--- src/rtl/ps2_pkg.sv ---
// Shared constants and types for the PS/2 key tracker.
package ps2_pkg;

    localparam logic [7:0] PS2_BREAK     = 8'hF0;
    localparam logic [7:0] PS2_EXT       = 8'hE0;
    localparam int         PS2_FRAME_LEN = 11;

    typedef enum logic [1:0] {
        KEY_IDLE  = 2'd0,
        KEY_HELD  = 2'd1,
        KEY_BREAK = 2'd2
    } key_state_e;

    // sr holds bits 0..9 of the frame (start in bit 0, parity in bit 9).
    // A frame is good when start is 0, data+parity has odd parity and stop is 1.
    function automatic logic frame_ok(input logic [9:0] sr, input logic stop);
        return (~sr[0]) & (^sr[9:1]) & stop;
    endfunction

endpackage

--- src/rtl/ps2_rx.sv ---
// PS/2 frame receiver: synchronises the keyboard lines, detects falling
// edges of ps2_clk, assembles 11-bit frames and validates them.
//
// Output handshake: byte_valid is a one-cycle strobe with byte_data stable
// in the same cycle; there is no ready, the consumer must take it then.
// frame_err is a one-cycle strobe for a frame that failed its checks.
module ps2_rx
    import ps2_pkg::*;
#(
    parameter int TIMEOUT_CYCLES = 10000,
    parameter int TO_W           = $clog2(TIMEOUT_CYCLES + 1)
) (
    input  logic       clk,
    input  logic       rst,
    input  logic       ps2_clk,
    input  logic       ps2_data,
    output logic       byte_valid,
    output logic [7:0] byte_data,
    output logic       frame_err
);

    logic            clk_s1_q, clk_s2_q, clk_hist_q;
    logic            dat_s1_q, dat_s2_q;
    logic            fall_q, bit_q;
    logic [3:0]      bit_cnt_q, bit_cnt_d;
    logic [9:0]      shift_q, shift_d;
    logic [TO_W-1:0] to_cnt_q, to_cnt_d;
    logic            byte_valid_q, byte_valid_d;
    logic [7:0]      byte_data_q, byte_data_d;
    logic            frame_err_q, frame_err_d;

    // Two-flop synchronisers plus a history flop; the detected edge and the
    // data bit sampled with it are registered together so they stay aligned.
    always_ff @(posedge clk) begin
        if (rst) begin
            clk_s1_q   <= 1'b1;
            clk_s2_q   <= 1'b1;
            clk_hist_q <= 1'b1;
            dat_s1_q   <= 1'b1;
            dat_s2_q   <= 1'b1;
            fall_q     <= 1'b0;
            bit_q      <= 1'b1;
        end else begin
            clk_s1_q   <= ps2_clk;
            clk_s2_q   <= clk_s1_q;
            clk_hist_q <= clk_s2_q;
            dat_s1_q   <= ps2_data;
            dat_s2_q   <= dat_s1_q;
            fall_q     <= clk_hist_q & ~clk_s2_q;
            bit_q      <= dat_s2_q;
        end
    end

    // Frame assembly, end-of-frame check and mid-frame timeout; an edge in
    // the same cycle as the timeout takes priority.
    always_comb begin
        bit_cnt_d    = bit_cnt_q;
        shift_d      = shift_q;
        to_cnt_d     = to_cnt_q;
        byte_valid_d = 1'b0;
        byte_data_d  = byte_data_q;
        frame_err_d  = 1'b0;
        if (fall_q) begin
            to_cnt_d = '0;
            if (bit_cnt_q == 4'(PS2_FRAME_LEN - 1)) begin
                bit_cnt_d = 4'd0;
                shift_d   = '0;
                if (frame_ok(shift_q, bit_q)) begin
                    byte_valid_d = 1'b1;
                    byte_data_d  = shift_q[8:1];
                end else begin
                    frame_err_d = 1'b1;
                end
            end else begin
                shift_d   = {bit_q, shift_q[9:1]};
                bit_cnt_d = bit_cnt_q + 4'd1;
            end
        end else if (bit_cnt_q != 4'd0) begin
            if (to_cnt_q == TO_W'(TIMEOUT_CYCLES)) begin
                bit_cnt_d = 4'd0;
                shift_d   = '0;
                to_cnt_d  = '0;
            end else begin
                to_cnt_d = to_cnt_q + TO_W'(1);
            end
        end
    end

    // Frame state registers.
    always_ff @(posedge clk) begin
        if (rst) begin
            bit_cnt_q    <= 4'd0;
            shift_q      <= '0;
            to_cnt_q     <= '0;
            byte_valid_q <= 1'b0;
            byte_data_q  <= 8'h00;
            frame_err_q  <= 1'b0;
        end else begin
            bit_cnt_q    <= bit_cnt_d;
            shift_q      <= shift_d;
            to_cnt_q     <= to_cnt_d;
            byte_valid_q <= byte_valid_d;
            byte_data_q  <= byte_data_d;
            frame_err_q  <= frame_err_d;
        end
    end

    assign byte_valid = byte_valid_q;
    assign byte_data  = byte_data_q;
    assign frame_err  = frame_err_q;

endmodule

--- src/rtl/ps2_key_tracker.sv ---
// Tracks the currently held PS/2 key and a running press count, resolving
// typematic repeats, break codes and E0 prefixes ahead of the display path.
// key_state exposes the key FSM state for observation.
module ps2_key_tracker
    import ps2_pkg::*;
#(
    parameter int TIMEOUT_CYCLES = 10000,
    parameter int TO_W           = $clog2(TIMEOUT_CYCLES + 1)
) (
    input  logic       clk,
    input  logic       rst,
    input  logic       ps2_clk,
    input  logic       ps2_data,
    output logic [7:0] cur_code,
    output logic       key_down,
    output logic [7:0] press_cnt,
    output logic       frame_err,
    output logic [1:0] key_state
);

    logic       byte_valid;
    logic [7:0] byte_data;

    key_state_e state_q, state_d;
    logic       e0_q, e0_d;
    logic [7:0] code_q, code_d;
    logic       down_q, down_d;
    logic [7:0] cnt_q, cnt_d;

    ps2_rx #(
        .TIMEOUT_CYCLES(TIMEOUT_CYCLES),
        .TO_W          (TO_W)
    ) u_rx (
        .clk       (clk),
        .rst       (rst),
        .ps2_clk   (ps2_clk),
        .ps2_data  (ps2_data),
        .byte_valid(byte_valid),
        .byte_data (byte_data),
        .frame_err (frame_err)
    );

    // Key FSM next state. The E0 flag is only remembered and cleared: extended
    // keys deliberately collapse onto their base code.
    always_comb begin
        state_d = state_q;
        e0_d    = e0_q;
        code_d  = code_q;
        down_d  = down_q;
        cnt_d   = cnt_q;
        if (byte_valid) begin
            if (byte_data == PS2_EXT) begin
                e0_d = 1'b1;
            end else begin
                e0_d = 1'b0;
                if (byte_data == PS2_BREAK) begin
                    if (state_q != KEY_BREAK) begin
                        state_d = KEY_BREAK;
                    end
                end else begin
                    case (state_q)
                        KEY_IDLE: begin
                            code_d  = byte_data;
                            down_d  = 1'b1;
                            cnt_d   = cnt_q + 8'd1;
                            state_d = KEY_HELD;
                        end
                        KEY_HELD: begin
                            if (byte_data != code_q) begin
                                code_d = byte_data;
                                cnt_d  = cnt_q + 8'd1;
                            end
                        end
                        KEY_BREAK: begin
                            if (byte_data == code_q) begin
                                down_d  = 1'b0;
                                state_d = KEY_IDLE;
                            end else begin
                                state_d = down_q ? KEY_HELD : KEY_IDLE;
                            end
                        end
                        default: state_d = KEY_IDLE;
                    endcase
                end
            end
        end
    end

    // Key FSM and counter registers.
    always_ff @(posedge clk) begin
        if (rst) begin
            state_q <= KEY_IDLE;
            e0_q    <= 1'b0;
            code_q  <= 8'h00;
            down_q  <= 1'b0;
            cnt_q   <= 8'h00;
        end else begin
            state_q <= state_d;
            e0_q    <= e0_d;
            code_q  <= code_d;
            down_q  <= down_d;
            cnt_q   <= cnt_d;
        end
    end

    assign cur_code  = code_q;
    assign key_down  = down_q;
    assign press_cnt = cnt_q;
    assign key_state = state_q;

endmodule

--- config.mk ---
export PLATFORM = sky130hd
export DESIGN_NAME = ps2_key_tracker
export DESIGN_NICKNAME = d
export VERILOG_FILES = /design/src/rtl/ps2_pkg.sv /design/src/rtl/ps2_rx.sv /design/src/rtl/ps2_key_tracker.sv
export SDC_FILE = /design/constraint.sdc
export NUM_CORES = 1
export LEC_CHECK = 0
export CAP_MARGIN = 20
export CORE_MARGIN = 2
export CORE_UTILIZATION = 25
export CTS_CLUSTER_SIZE = 30
export DETAILED_ROUTE_END_ITERATION = 10
export PLACE_DENSITY = 0.38
export RECOVER_POWER = 25
export SLEW_MARGIN = 20
export SYNTH_ARGS = -nofsm -noshare
export SYNTH_HDL_FRONTEND = slang
export SYNTH_SLANG_ARGS = --single-unit
--- constraint.sdc ---
create_clock -name clk -period 2.6 [get_ports clk]
set_clock_uncertainty 0.15 [all_clocks]
set_input_delay 0.26 -clock clk [delete_from_list [all_inputs] [get_ports clk]]
set_output_delay 0.26 -clock clk [all_outputs]
set_load 0.005 [all_outputs]
==> impl_metrics.xml, run 1 <==
<?xml version="1.0" encoding="UTF-8"?>
<metrics>
  <group name="run_status">
    <metric name="run_status" unit="">finished, final reports clean</metric>
  </group>
  <group name="routing">
    <metric name="dr.first_iter.drc_count" unit="">46</metric>
    <metric name="postRouteAntennaNets" unit="">0</metric>
    <metric name="met2_wirelength" unit="mm">2.58</metric>
    <metric name="route.layer.met1.wl" unit="mm">2.93</metric>
    <metric name="drt_first_pass_iters" unit="">4</metric>
    <metric name="route.top_layer_used" unit="">met4</metric>
    <metric name="drc_errors" unit="">0</metric>
    <metric name="avgViaCountPerCell" unit="">4.31</metric>
    <metric name="totalWireLength" unit="mm">5.77</metric>
    <metric name="num_vias" unit="">1957</metric>
    <metric name="routedWlPerCell" unit="um">12.7</metric>
    <metric name="detailroute.wirelength.met3" unit="um">198</metric>
  </group>
  <group name="worst_setup_path">
    <metric name="timing.critical_path.max_delay_family" unit="">simple AND/OR/NAND/NOR gates</metric>
    <metric name="critical_path_class" unit="">register to register</metric>
    <metric name="critical_path.cell_chain" unit="">or3b_1 &gt; o21ai_1 &gt; a311oi_4 &gt; buf_4 &gt; nand4_1 &gt; mux2_1</metric>
    <metric name="critPathArrivalTime" unit="ps">2240</metric>
    <metric name="endpoint_kind" unit="">register</metric>
    <metric name="path_max_fanout" unit="">14</metric>
    <metric name="crit_path_start_kind" unit="">register</metric>
    <metric name="critical_path_buf_inv_count" unit="">1</metric>
    <metric name="crit_start" unit="">u_rx.byte_data[5]</metric>
    <metric name="r2r_start" unit="">u_rx.byte_data[5]</metric>
    <metric name="worst-endpoint-required" unit="ps">2680</metric>
    <metric name="critical_path.max_stage_delay" unit="ps">390</metric>
    <metric name="cp_slowest_cell" unit="">sky130_fd_sc_hd__or3b_1</metric>
  </group>
  <group name="yosys">
    <metric name="post_synth_inst_count" unit="">280</metric>
    <metric name="syn_area" unit="sq um">2810</metric>
    <metric name="async_flop_share" unit="">0</metric>
    <metric name="synth_seq_cells" unit="">64</metric>
    <metric name="syn_avg_cell_area" unit="sq um">10.0</metric>
    <metric name="syn-num-nets" unit="">290</metric>
    <metric name="synth-edff-count" unit="">0</metric>
    <metric name="ys.flop_type" unit="">sky130_fd_sc_hd__dfxtp_1</metric>
    <metric name="yosys_warns" unit="">0</metric>
    <metric name="synth.yosys.seq_area_share" unit="">0.456</metric>
    <metric name="yosys.cell_types.count" unit="">48</metric>
  </group>
  <group name="grt">
    <metric name="grt_first_pass_wirelength" unit="mm">10.0</metric>
    <metric name="via_count_of_the_first_global_routing_pass" unit="">1934</metric>
    <metric name="number_of_antenna_violations_at_the_first_check_in_global_routing" unit="">0</metric>
    <metric name="maximum_number_of_pins_on_one_net_before_global_route_repair" unit="">39</metric>
    <metric name="grt_util_all_layers" unit="">0.110</metric>
    <metric name="gr-total-overflow" unit="">0</metric>
  </group>
  <group name="timing">
    <metric name="tightest_slew" unit="ps">724</metric>
    <metric name="finalCriticalPeriod" unit="ps">2160</metric>
    <metric name="tns" unit="ps">0</metric>
    <metric name="grt_setup_unrepaired" unit="">false</metric>
    <metric name="tightest_slew_margin_relative_to_the_limit" unit="">0.517</metric>
    <metric name="hold_violations" unit="">0</metric>
    <metric name="slew_viol_final" unit="">0</metric>
    <metric name="setup-violations-final" unit="">0</metric>
    <metric name="max_clock_freq" unit="MHz">462</metric>
    <metric name="final.period_utilization" unit="">0.832</metric>
  </group>
  <group name="clock_tree">
    <metric name="post_cts.resized_instances" unit="">0</metric>
    <metric name="deepest_level_of_the_cts_h_tree" unit="">3</metric>
    <metric name="post_cts.repair.setup_buffers" unit="">0</metric>
    <metric name="clock_insertion_delay_worst_skew" unit="ps">340</metric>
    <metric name="clockRootBuffer" unit="">sky130_fd_sc_hd__clkbuf_8</metric>
    <metric name="clkSlewWorstSetupHoldPaths" unit="ps">70</metric>
    <metric name="number_of_sinks_driven_by_the_clock_tree" unit="">64</metric>
    <metric name="tritoncts.num_buffers" unit="">9</metric>
    <metric name="clock_path_buffers" unit="">2</metric>
    <metric name="tritoncts" unit="">built</metric>
    <metric name="cts-hold-fix-buffers" unit="">0</metric>
  </group>
  <group name="finish">
    <metric name="antenna-diode-count" unit="">0</metric>
    <metric name="post_route_cells_drive_above_1_share" unit="">0.108</metric>
    <metric name="final_core_util" unit="">0.311</metric>
    <metric name="num-nets-final" unit="">320</metric>
    <metric name="layout-area-overhead-vs-synth" unit="%">20.6</metric>
    <metric name="finish.instance_area" unit="sq um">3390</metric>
    <metric name="finalNonFillerCells" unit="">454</metric>
  </group>
  <group name="power_and_ir_drop">
    <metric name="power_density" unit="nW/um^2">569</metric>
    <metric name="power.leakage" unit="uW">0.00141</metric>
    <metric name="vdd.ir_drop.worst" unit="uV">288</metric>
  </group>
  <group name="floorplanning">
    <metric name="fp.dieW" unit="um">110</metric>
    <metric name="core_region_area" unit="sq um">10900</metric>
    <metric name="die_height" unit="um">110</metric>
    <metric name="pin_count" unit="">24</metric>
    <metric name="initial_utilization" unit="">0.258</metric>
    <metric name="fp-row-count" unit="">38</metric>
    <metric name="floorplan.die_area" unit="sq um">12100</metric>
  </group>
  <group name="min_path">
    <metric name="beginning_of_the_worst_hold_path" unit="">u_rx.dat_s1_q</metric>
    <metric name="worst_hold_path_type" unit="">register to register</metric>
  </group>
  <group name="place">
    <metric name="io_buffer_count" unit="">23</metric>
    <metric name="placed_wire_length_estimate_after_detailed_placement" unit="mm">3.98</metric>
    <metric name="post-place-cells" unit="">439</metric>
    <metric name="place.gp.congestion" unit="">0.676</metric>
    <metric name="area_after_dpl" unit="sq um">3190</metric>
  </group>
  <group name="flow_run">
    <metric name="max_cap_viol_count" unit="">0</metric>
  </group>
</metrics>
## worst paths after layout
path              endpoint  slack (ps)  cells after the start
max           press_cnt[5]         440                      6
min          u_rx.dat_s2_q         260                      1
max reg2reg   press_cnt[5]         440                      6
min reg2reg  u_rx.dat_s2_q         260                      1
## logic make-up after synthesis
group           synth area share
buf+inv                   0.0325
mux                       0.0845
fa+ha+maj                 0.0267
flops                      0.456
xor+xnor                   0.101
simple gates               0.208
compound gates            0.0921
## power breakdown
group / total, uW / internal [uW] / leakage, uW / switching [uW]
combinational: 46.8 / 17.8 / 0.000788 / 29.0
clock: 895 / 517 / 0.000102 / 378
sequential: 989 / 986 / 0.000517 / 3.43
## metrics by stage
step / setup slack, ps / hold slack [ps] / total power, uW
floorplan: 653 / 214 / 1050
global placement: 414 / 252 / 1060
detailed placement: 413 / 253 / 1060
CTS: 417 / 260 / 1970
global route: 286 / 274 / 2020
finish: 438 / 258 / 1930
## layout make-up
class / count / area, sq um
fillers: 1171 / 7500
multi-input cells: 201 / 1440
flip-flops and latches: 64 / 1280
repair buffers: 28 / 265
well taps: 140 / 175
clock buffers: 13 / 169
clock inverters: 2 / 37.5
inverters: 6 / 22.5
## Yosys cell counts (4+ instances only)
cell type | n | share of area
sky130_fd_sc_hd__nand2_1 | 12 | 0.016
sky130_fd_sc_hd__nand2b_1 | 4 | 0.0089
sky130_fd_sc_hd__dfxtp_1 | 64 | 0.46
sky130_fd_sc_hd__a21oi_1 | 7 | 0.012
sky130_fd_sc_hd__nor2b_1 | 5 | 0.011
sky130_fd_sc_hd__mux2i_1 | 17 | 0.060
sky130_fd_sc_hd__xnor2_1 | 9 | 0.028
sky130_fd_sc_hd__nor2_1 | 45 | 0.060
sky130_fd_sc_hd__and3_1 | 4 | 0.0089
sky130_fd_sc_hd__nand4_1 | 6 | 0.013
sky130_fd_sc_hd__inv_1 | 6 | 0.0080
sky130_fd_sc_hd__o21ai_1 | 4 | 0.0071
sky130_fd_sc_hd__nor3_1 | 5 | 0.0089
sky130_fd_sc_hd__xor2_1 | 18 | 0.056
sky130_fd_sc_hd__a22o_1 | 11 | 0.034
sky130_fd_sc_hd__nand3_1 | 8 | 0.014
sky130_fd_sc_hd__mux2_1 | 4 | 0.016
sky130_fd_sc_hd__or2_2 | 6 | 0.013
sky130_fd_sc_hd__ha_1 | 6 | 0.027
## cell usage in the layout (no fill, tap or decap), types with 5 or more instances in the layout
cell type	instances
sky130_fd_sc_hd__mux2i_1	17
sky130_fd_sc_hd__clkdlybuf4s50_1	8
sky130_fd_sc_hd__a22o_1	11
sky130_fd_sc_hd__nand3_1	8
sky130_fd_sc_hd__nor2_1	45
sky130_fd_sc_hd__nand4_1	6
sky130_fd_sc_hd__inv_1	6
sky130_fd_sc_hd__ha_1	6
sky130_fd_sc_hd__dfxtp_1	64
sky130_fd_sc_hd__or2_2	6
sky130_fd_sc_hd__a21oi_1	7
sky130_fd_sc_hd__nand2_1	12
sky130_fd_sc_hd__xor2_1	18
sky130_fd_sc_hd__clkbuf_8	12
sky130_fd_sc_hd__xnor2_1	9
sky130_fd_sc_hd__nor3_1	5
sky130_fd_sc_hd__dlygate4sd3_1	15
sky130_fd_sc_hd__nor2b_1	5
## flip-flops by register name (all words and copies together), names as in the netlist, 2 cells and up
name            flops
u_rx.to_cnt_q      14
key_state           2
u_rx.byte_data      8
press_cnt           8
u_rx.shift_q       10
cur_code            8
u_rx.bit_cnt_q      4
## per-layer routing
| layer | global-route usage | vias up |
|---|---|---|
| met3 | 0.0435 | 4 |
| met5 | 0 | - |
| met4 | 0.0434 | 0 |
| li1 | - | 1033 |
| met1 | 0.139 | 898 |
| met2 | 0.165 | 22 |
No activity file was read; power rests on OpenSTA's default activity.
==> run 2: changes to the inputs <==
==> constraint.sdc (replaced) <==
create_clock -name clk -period 2.3 [get_ports clk]
set_clock_uncertainty 0.15 [all_clocks]
set_input_delay 0.23 -clock clk [delete_from_list [all_inputs] [get_ports clk]]
set_output_delay 0.23 -clock clk [all_outputs]
set_load 0.005 [all_outputs]
==> run 2 against run 1 <==
Net effect: power up 7.0%; critical path type unchanged; via count increased by 2.0%; global-route usage about the same; setup slack worse by 220 ps; first-iteration DRC count grew 61%; combinational power is 18% higher; largest cell class unchanged; highest routed layer unchanged.
==> impl_metrics.xml, run 2 (same netlist as run 1, synthesis figures left out) <==
<?xml version="1.0" encoding="UTF-8"?>
<metrics>
  <group name="finish">
    <metric name="antenna-diode-count" unit="">0</metric>
    <metric name="largest_registers" unit="">u_rx.to_cnt_q: 14 flops, u_rx.shift_q: 10 flops</metric>
    <metric name="layout_common_cells" unit="">64 x sky130_fd_sc_hd__dfxtp_1, 45 x sky130_fd_sc_hd__nor2_1, 18 x sky130_fd_sc_hd__xor2_1, 17 x sky130_fd_sc_hd__mux2i_1, 15 x sky130_fd_sc_hd__dlygate4sd3_1</metric>
    <metric name="finalNonFillerCells" unit="">462</metric>
    <metric name="num-nets-final" unit="">327</metric>
    <metric name="post_route_cells_drive_above_1_share" unit="">0.130</metric>
    <metric name="most_common_cell_after_layout_fill_and_taps_aside" unit="">sky130_fd_sc_hd__dfxtp_1</metric>
    <metric name="largest_reg_flops" unit="">14</metric>
    <metric name="max_flop_register" unit="">u_rx.to_cnt_q</metric>
    <metric name="fillers" unit="">1155</metric>
    <metric name="layout-area-overhead-vs-synth" unit="%">21.7</metric>
  </group>
  <group name="clock_tree">
    <metric name="clock_path_buffers" unit="">2</metric>
    <metric name="post_cts.resized_instances" unit="">0</metric>
    <metric name="deepest_level_of_the_cts_h_tree" unit="">3</metric>
    <metric name="clkSlewWorstSetupHoldPaths" unit="ps">70</metric>
    <metric name="tritoncts" unit="">built</metric>
    <metric name="post_cts.repair.setup_buffers" unit="">0</metric>
    <metric name="clock_insertion_delay_worst_skew" unit="ps">340</metric>
    <metric name="number_of_sinks_driven_by_the_clock_tree" unit="">64</metric>
    <metric name="clockRootBuffer" unit="">sky130_fd_sc_hd__clkbuf_8</metric>
    <metric name="tritoncts.num_buffers" unit="">9</metric>
    <metric name="cts-hold-fix-buffers" unit="">0</metric>
  </group>
  <group name="worst_setup_path">
    <metric name="critical_path_class" unit="">register to register</metric>
    <metric name="critical_path.cell_chain" unit="">or4b_1 &gt; o41a_1 &gt; a22o_1</metric>
    <metric name="endpoint_kind" unit="">register</metric>
    <metric name="r2r_start" unit="">u_rx.to_cnt_q[5]</metric>
    <metric name="ff2ff_path_depth" unit="">3</metric>
    <metric name="critical_path.max_stage_delay" unit="ps">620</metric>
    <metric name="critPathArrivalTime" unit="ps">2160</metric>
    <metric name="worst-endpoint-required" unit="ps">2380</metric>
    <metric name="timing.critical_path.max_delay_family" unit="">compound AO/OA/AOI/OAI gates</metric>
    <metric name="cp_slowest_cell" unit="">sky130_fd_sc_hd__o41a_1</metric>
    <metric name="rrSetupSlack" unit="ps">210</metric>
    <metric name="crit_path_start_kind" unit="">register</metric>
    <metric name="critical_path_buf_inv_count" unit="">0</metric>
    <metric name="critical_path.reg2reg.endpoint" unit="">u_rx.shift_q[5]</metric>
    <metric name="path_max_fanout" unit="">12</metric>
  </group>
  <group name="grt">
    <metric name="via_count_of_the_first_global_routing_pass" unit="">1976</metric>
    <metric name="number_of_antenna_violations_at_the_first_check_in_global_routing" unit="">0</metric>
    <metric name="grt.met2_usage" unit="">0.173</metric>
    <metric name="global_route.usage.met3" unit="">0.0282</metric>
    <metric name="grt_first_pass_wirelength" unit="mm">10.0</metric>
    <metric name="grt_util_all_layers" unit="">0.109</metric>
    <metric name="maximum_number_of_pins_on_one_net_before_global_route_repair" unit="">39</metric>
    <metric name="grt_busiest_layer" unit="">met2</metric>
    <metric name="gr-total-overflow" unit="">0</metric>
    <metric name="grt.met1_usage" unit="">0.137</metric>
  </group>
  <group name="timing">
    <metric name="max_clock_freq" unit="MHz">480</metric>
    <metric name="tightest_slew_margin_relative_to_the_limit" unit="">0.660</metric>
    <metric name="final.period_utilization" unit="">0.907</metric>
    <metric name="setup_ws" unit="ps">215</metric>
    <metric name="hold_violations" unit="">0</metric>
    <metric name="setup-violations-final" unit="">0</metric>
    <metric name="tns" unit="ps">0</metric>
    <metric name="tightest_slew" unit="ps">510</metric>
    <metric name="slew_viol_final" unit="">0</metric>
    <metric name="finalCriticalPeriod" unit="ps">2090</metric>
    <metric name="grt_setup_unrepaired" unit="">false</metric>
  </group>
  <group name="place">
    <metric name="place.gp.congestion" unit="">0.711</metric>
    <metric name="io_buffer_count" unit="">23</metric>
    <metric name="post-place-ws" unit="ps">150</metric>
    <metric name="placed_wire_length_estimate_after_detailed_placement" unit="mm">4.11</metric>
    <metric name="post-place-cells" unit="">446</metric>
  </group>
  <group name="flow_run">
    <metric name="max_cap_viol_count" unit="">0</metric>
  </group>
  <group name="floorplanning">
    <metric name="pin_count" unit="">24</metric>
    <metric name="core_region_area" unit="sq um">10900</metric>
    <metric name="fp-row-count" unit="">38</metric>
    <metric name="fp.dieW" unit="um">110</metric>
    <metric name="initial_utilization" unit="">0.258</metric>
    <metric name="die_height" unit="um">110</metric>
    <metric name="floorplan.die_area" unit="sq um">12100</metric>
  </group>
  <group name="routing">
    <metric name="drt_first_pass_iters" unit="">4</metric>
    <metric name="avgViaCountPerCell" unit="">4.32</metric>
    <metric name="dr.first_iter.drc_count" unit="">74</metric>
    <metric name="totalWireLength" unit="mm">5.89</metric>
    <metric name="num_vias" unit="">1996</metric>
    <metric name="routedWlPerCell" unit="um">12.8</metric>
    <metric name="drc_errors" unit="">0</metric>
    <metric name="postRouteAntennaNets" unit="">0</metric>
  </group>
  <group name="power_and_ir_drop">
    <metric name="power_density" unit="nW/um^2">604</metric>
    <metric name="power.leakage" unit="uW">0.00143</metric>
    <metric name="vdd.ir_drop.worst" unit="uV">262</metric>
  </group>
  <group name="min_path">
    <metric name="whs_endpoint" unit="">u_rx.clk_s2_q</metric>
    <metric name="beginning_of_the_worst_hold_path" unit="">u_rx.clk_s1_q</metric>
    <metric name="hold_depth" unit="">1</metric>
    <metric name="worst_hold_path_type" unit="">register to register</metric>
  </group>
  <group name="run_status">
    <metric name="run_status" unit="">finished, final reports clean</metric>
  </group>
</metrics>
[run 2: report_power, final]
| group | switching (uW) | total, uW | internal [uW] |
|---|---|---|---|
| Sequential | 4.06 | 1120 | 1110 |
| Combinational | 33.3 | 55.0 | 21.7 |
| Clock | 443 | 893 | 450 |
| Total | 480 | 2070 | 1590 |
[run 2: metal layers]
metal	vias up	share of wire	routed length (um)
met2	31	0.45	2680
li1	1042	-	-
met1	916	0.50	2920
met5	-	0	0
met4	0	0.013	76
met3	7	0.037	217
[run 2: worst reg2reg max path, delay by kind of cell, from the launching register on]
family	cells	cell delay, ps
DFF	1	350
and+or+nand+nor	1	550
AOI/OAI and AO/OA	2	930
[run 2: metrics by stage]
stage	hold WS [ps]	util	power, uW	instance area, sq um
after floorplan	184	-	1180	2810
after global placement	254	0.298	1200	3240
after detailed placement	252	0.298	1200	3240
after CTS	270	0.314	2120	3420
after global routing	285	0.314	2170	3420
final	264	0.314	2070	3420
[run 2: final cells by class]
| cell class | instances | area, sq um | area share |
|---|---|---|---|
| clock buffer | 12 | 155 | 0.0453 |
| tap | 140 | 175 | 0.0512 |
| inverter | 6 | 22.5 | 0.00658 |
| sequential | 64 | 1280 | 0.374 |
| multi-input combinational | 201 | 1440 | 0.421 |
| timing repair buffer | 35 | 320 | 0.0936 |
| clock inverter | 4 | 28.8 | 0.00841 |
[run 2: worst max-delay path by stage]
stage | start | endpoint | slack, ps | cells past startpoint
floorplan | u_rx.to_cnt_q[5] | u_rx.shift_q[9] | 350 | 4
global placement | u_rx.byte_data[0] | cur_code[2] | 150 | 6
detailed placement | u_rx.byte_data[1] | cur_code[2] | 150 | 6
CTS | u_rx.byte_data[1] | cur_code[2] | 160 | 6
global route | u_rx.byte_data[1] | cur_code[4] | 40 | 6
finish | u_rx.to_cnt_q[5] | u_rx.shift_q[5] | 210 | 3
==> run 3: changes to the inputs <==
--- a/config.mk
+++ b/config.mk
@@ -10,6 +10,7 @@
 export CORE_UTILIZATION = 25
 export CTS_CLUSTER_SIZE = 30
 export DETAILED_ROUTE_END_ITERATION = 10
+export GPL_TIMING_DRIVEN = 0
 export PLACE_DENSITY = 0.38
 export RECOVER_POWER = 25
 export SLEW_MARGIN = 20
==> run 3 against run 2 <==
Net effect: flip-flop and latch count unchanged; die area did not move; power up 8.0%; utilization increased by 0.30 points; sequential share of layout area shrank 0.35 points; combinational power grew 7.5%; critical path depth increased by 1; maximum frequency is 2.2% lower; first-iteration DRC count up 9.5%; register-to-register slack lost 50 ps; sequential power about the same; hold slack worse by 2.1 ps.
==> impl_metrics.xml, run 3 (same netlist as run 1, synthesis figures left out) <==
<?xml version="1.0" encoding="UTF-8"?>
<metrics>
  <group name="power_and_ir_drop">
    <metric name="power_density" unit="nW/um^2">646</metric>
    <metric name="total_power" unit="uW">2230</metric>
    <metric name="vdd.ir_drop.worst" unit="uV">224</metric>
    <metric name="power.leakage" unit="uW">0.00144</metric>
  </group>
  <group name="timing">
    <metric name="slew_viol_final" unit="">0</metric>
    <metric name="finalCriticalPeriod" unit="ps">2130</metric>
    <metric name="final.period_utilization" unit="">0.927</metric>
    <metric name="tightest_slew_margin_relative_to_the_limit" unit="">0.625</metric>
    <metric name="final.hold.worst_slack" unit="ps">262</metric>
    <metric name="hold_violations" unit="">0</metric>
    <metric name="max_clock_freq" unit="MHz">469</metric>
    <metric name="tns" unit="ps">0</metric>
    <metric name="setup-violations-final" unit="">0</metric>
    <metric name="tightest_slew" unit="ps">563</metric>
    <metric name="grt_setup_unrepaired" unit="">false</metric>
  </group>
  <group name="place">
    <metric name="place.gp.congestion" unit="">0.689</metric>
    <metric name="area_after_dpl" unit="sq um">3220</metric>
    <metric name="placed_wire_length_estimate_after_detailed_placement" unit="mm">4.26</metric>
    <metric name="io_buffer_count" unit="">23</metric>
    <metric name="post-place-cells" unit="">443</metric>
  </group>
  <group name="worst_setup_path">
    <metric name="critical_path.reg2reg.endpoint" unit="">u_rx.bit_cnt_q[3]</metric>
    <metric name="endpoint_kind" unit="">register</metric>
    <metric name="critical_path.max_stage_delay" unit="ps">590</metric>
    <metric name="ff2ff_path_depth" unit="">4</metric>
    <metric name="critical_path_buf_inv_count" unit="">1</metric>
    <metric name="logic_depth_of_the_worst_setup_path_including_buffers" unit="">4</metric>
    <metric name="crit_start" unit="">u_rx.to_cnt_q[5]</metric>
    <metric name="worst-endpoint-required" unit="ps">2380</metric>
    <metric name="rrSetupSlack" unit="ps">170</metric>
    <metric name="critical_path.cell_chain" unit="">or4b_1 &gt; o41a_1 &gt; buf_2 &gt; a22o_1</metric>
    <metric name="r2r_start" unit="">u_rx.to_cnt_q[5]</metric>
    <metric name="critPathArrivalTime" unit="ps">2210</metric>
    <metric name="timing.critical_path.max_delay_family" unit="">compound AO/OA/AOI/OAI gates</metric>
    <metric name="crit_path_start_kind" unit="">register</metric>
    <metric name="end_point_of_the_critical_path" unit="">u_rx.bit_cnt_q[3]</metric>
    <metric name="critical_path_class" unit="">register to register</metric>
    <metric name="path_max_fanout" unit="">10</metric>
    <metric name="cp_slowest_cell" unit="">sky130_fd_sc_hd__or4b_1</metric>
  </group>
  <group name="routing">
    <metric name="postRouteAntennaNets" unit="">0</metric>
    <metric name="dr.first_iter.drc_count" unit="">81</metric>
    <metric name="routedWlPerCell" unit="um">13.0</metric>
    <metric name="totalWireLength" unit="mm">6.02</metric>
    <metric name="num_vias" unit="">2063</metric>
    <metric name="avgViaCountPerCell" unit="">4.47</metric>
    <metric name="drc_errors" unit="">0</metric>
    <metric name="drt_first_pass_iters" unit="">4</metric>
  </group>
  <group name="clock_tree">
    <metric name="number_of_sinks_driven_by_the_clock_tree" unit="">64</metric>
    <metric name="clock_path_buffers" unit="">2</metric>
    <metric name="clockRootBuffer" unit="">sky130_fd_sc_hd__clkbuf_8</metric>
    <metric name="deepest_level_of_the_cts_h_tree" unit="">3</metric>
    <metric name="cts-hold-fix-buffers" unit="">0</metric>
    <metric name="tritoncts" unit="">built</metric>
    <metric name="clock_insertion_delay_worst_skew" unit="ps">340</metric>
    <metric name="tritoncts.num_buffers" unit="">9</metric>
    <metric name="clkSlewWorstSetupHoldPaths" unit="ps">70</metric>
  </group>
  <group name="finish">
    <metric name="finalNonFillerCells" unit="">462</metric>
    <metric name="post_route_cells_drive_above_1_share" unit="">0.118</metric>
    <metric name="finish.instance_area" unit="sq um">3460</metric>
    <metric name="most_common_cell_after_layout_fill_and_taps_aside" unit="">sky130_fd_sc_hd__dfxtp_1</metric>
    <metric name="max_flop_register" unit="">u_rx.to_cnt_q</metric>
    <metric name="largest_reg_flops" unit="">14</metric>
    <metric name="layout-area-overhead-vs-synth" unit="%">22.9</metric>
    <metric name="num-nets-final" unit="">327</metric>
    <metric name="fillers" unit="">1133</metric>
    <metric name="antenna-diode-count" unit="">0</metric>
    <metric name="layout_common_cells" unit="">64 x sky130_fd_sc_hd__dfxtp_1, 45 x sky130_fd_sc_hd__nor2_1, 18 x sky130_fd_sc_hd__xor2_1, 17 x sky130_fd_sc_hd__mux2i_1, 15 x sky130_fd_sc_hd__dlygate4sd3_1</metric>
    <metric name="largest_registers" unit="">u_rx.to_cnt_q: 14 flops, u_rx.shift_q: 10 flops</metric>
  </group>
  <group name="floorplanning">
    <metric name="floorplan.die_area" unit="sq um">12100</metric>
    <metric name="pin_count" unit="">24</metric>
    <metric name="core_region_area" unit="sq um">10900</metric>
    <metric name="fp-row-count" unit="">38</metric>
    <metric name="fp.dieW" unit="um">110</metric>
    <metric name="initial_utilization" unit="">0.258</metric>
    <metric name="die_height" unit="um">110</metric>
  </group>
  <group name="grt">
    <metric name="grt_first_pass_wirelength" unit="mm">10.2</metric>
    <metric name="gr-total-overflow" unit="">0</metric>
    <metric name="maximum_number_of_pins_on_one_net_before_global_route_repair" unit="">12</metric>
    <metric name="grt_util_all_layers" unit="">0.114</metric>
    <metric name="via_count_of_the_first_global_routing_pass" unit="">2023</metric>
    <metric name="number_of_antenna_violations_at_the_first_check_in_global_routing" unit="">0</metric>
  </group>
  <group name="run_status">
    <metric name="run_status" unit="">finished, final reports clean</metric>
  </group>
  <group name="flow_run">
    <metric name="max_cap_viol_count" unit="">0</metric>
  </group>
  <group name="min_path">
    <metric name="beginning_of_the_worst_hold_path" unit="">u_rx.clk_s1_q</metric>
    <metric name="worst_hold_path_type" unit="">register to register</metric>
  </group>
</metrics>
==> run 3: cell count changes in the layout (fill, tap and decap cells not counted), sizes merged <==
cell / delta
buf: -6
bufinv: +2
clkbuf: +4
clkinvlp: -1
dlygate4sd1: +1
==> run 3: repair_timing <==
item	in CTS	in global routing
endpoints found under the setup margin	0	14
endpoints found under the hold margin	0	0
resized for setup	0	1
buffers inserted	0	3
==> run 3: worst min-delay path by stage <==
stage,end,slack (ps),depth (start not counted)
final,u_rx.clk_s2_q,260,1
after global routing,u_rx.bit_q,280,1
after CTS,u_rx.clk_s2_q,260,1
after detailed placement,u_rx.clk_s2_q,250,1
after global placement,u_rx.clk_s2_q,250,1
after floorplan,u_rx.clk_s1_q,180,1
==> run 3: final cells by class <==
| type | count | area, sq um | share of cell area |
|---|---|---|---|
| flip-flops and latches | 64 | 1280 | 0.371 |
| clock buffers | 11 | 131 | 0.0380 |
| multi-input cells | 201 | 1440 | 0.417 |
| plain buffers | 9 | 68.8 | 0.0199 |
| clock inverters | 5 | 81.3 | 0.0235 |
| inverters | 6 | 22.5 | 0.00652 |
| repair buffers | 26 | 253 | 0.0731 |
| well taps | 140 | 175 | 0.0507 |
==> run 3: power by group <==
group	internal, uW	switching (uW)
registers	1110	4.09
logic	24.6	34.6
clock network	611	443
total	1750	481
==> run 3: layer usage <==
metal	part of all wire	track usage	up-vias	wire length [um]
li1	-	-	1043	-
met1	0.52	0.147	990	3110
met2	0.43	0.174	22	2620
met3	0.030	0.0288	8	183
met4	0.018	0.0597	0	108
met5	0	0	-	0
==> run 3: through the flow <==
stage | utilization | setup WS (ps)
after floorplan | - | 353
after global placement | 0.296 | -61.2
after detailed placement | 0.296 | -61.1
after CTS | 0.315 | 46.0
after global routing | 0.317 | 8.45
final | 0.317 | 167
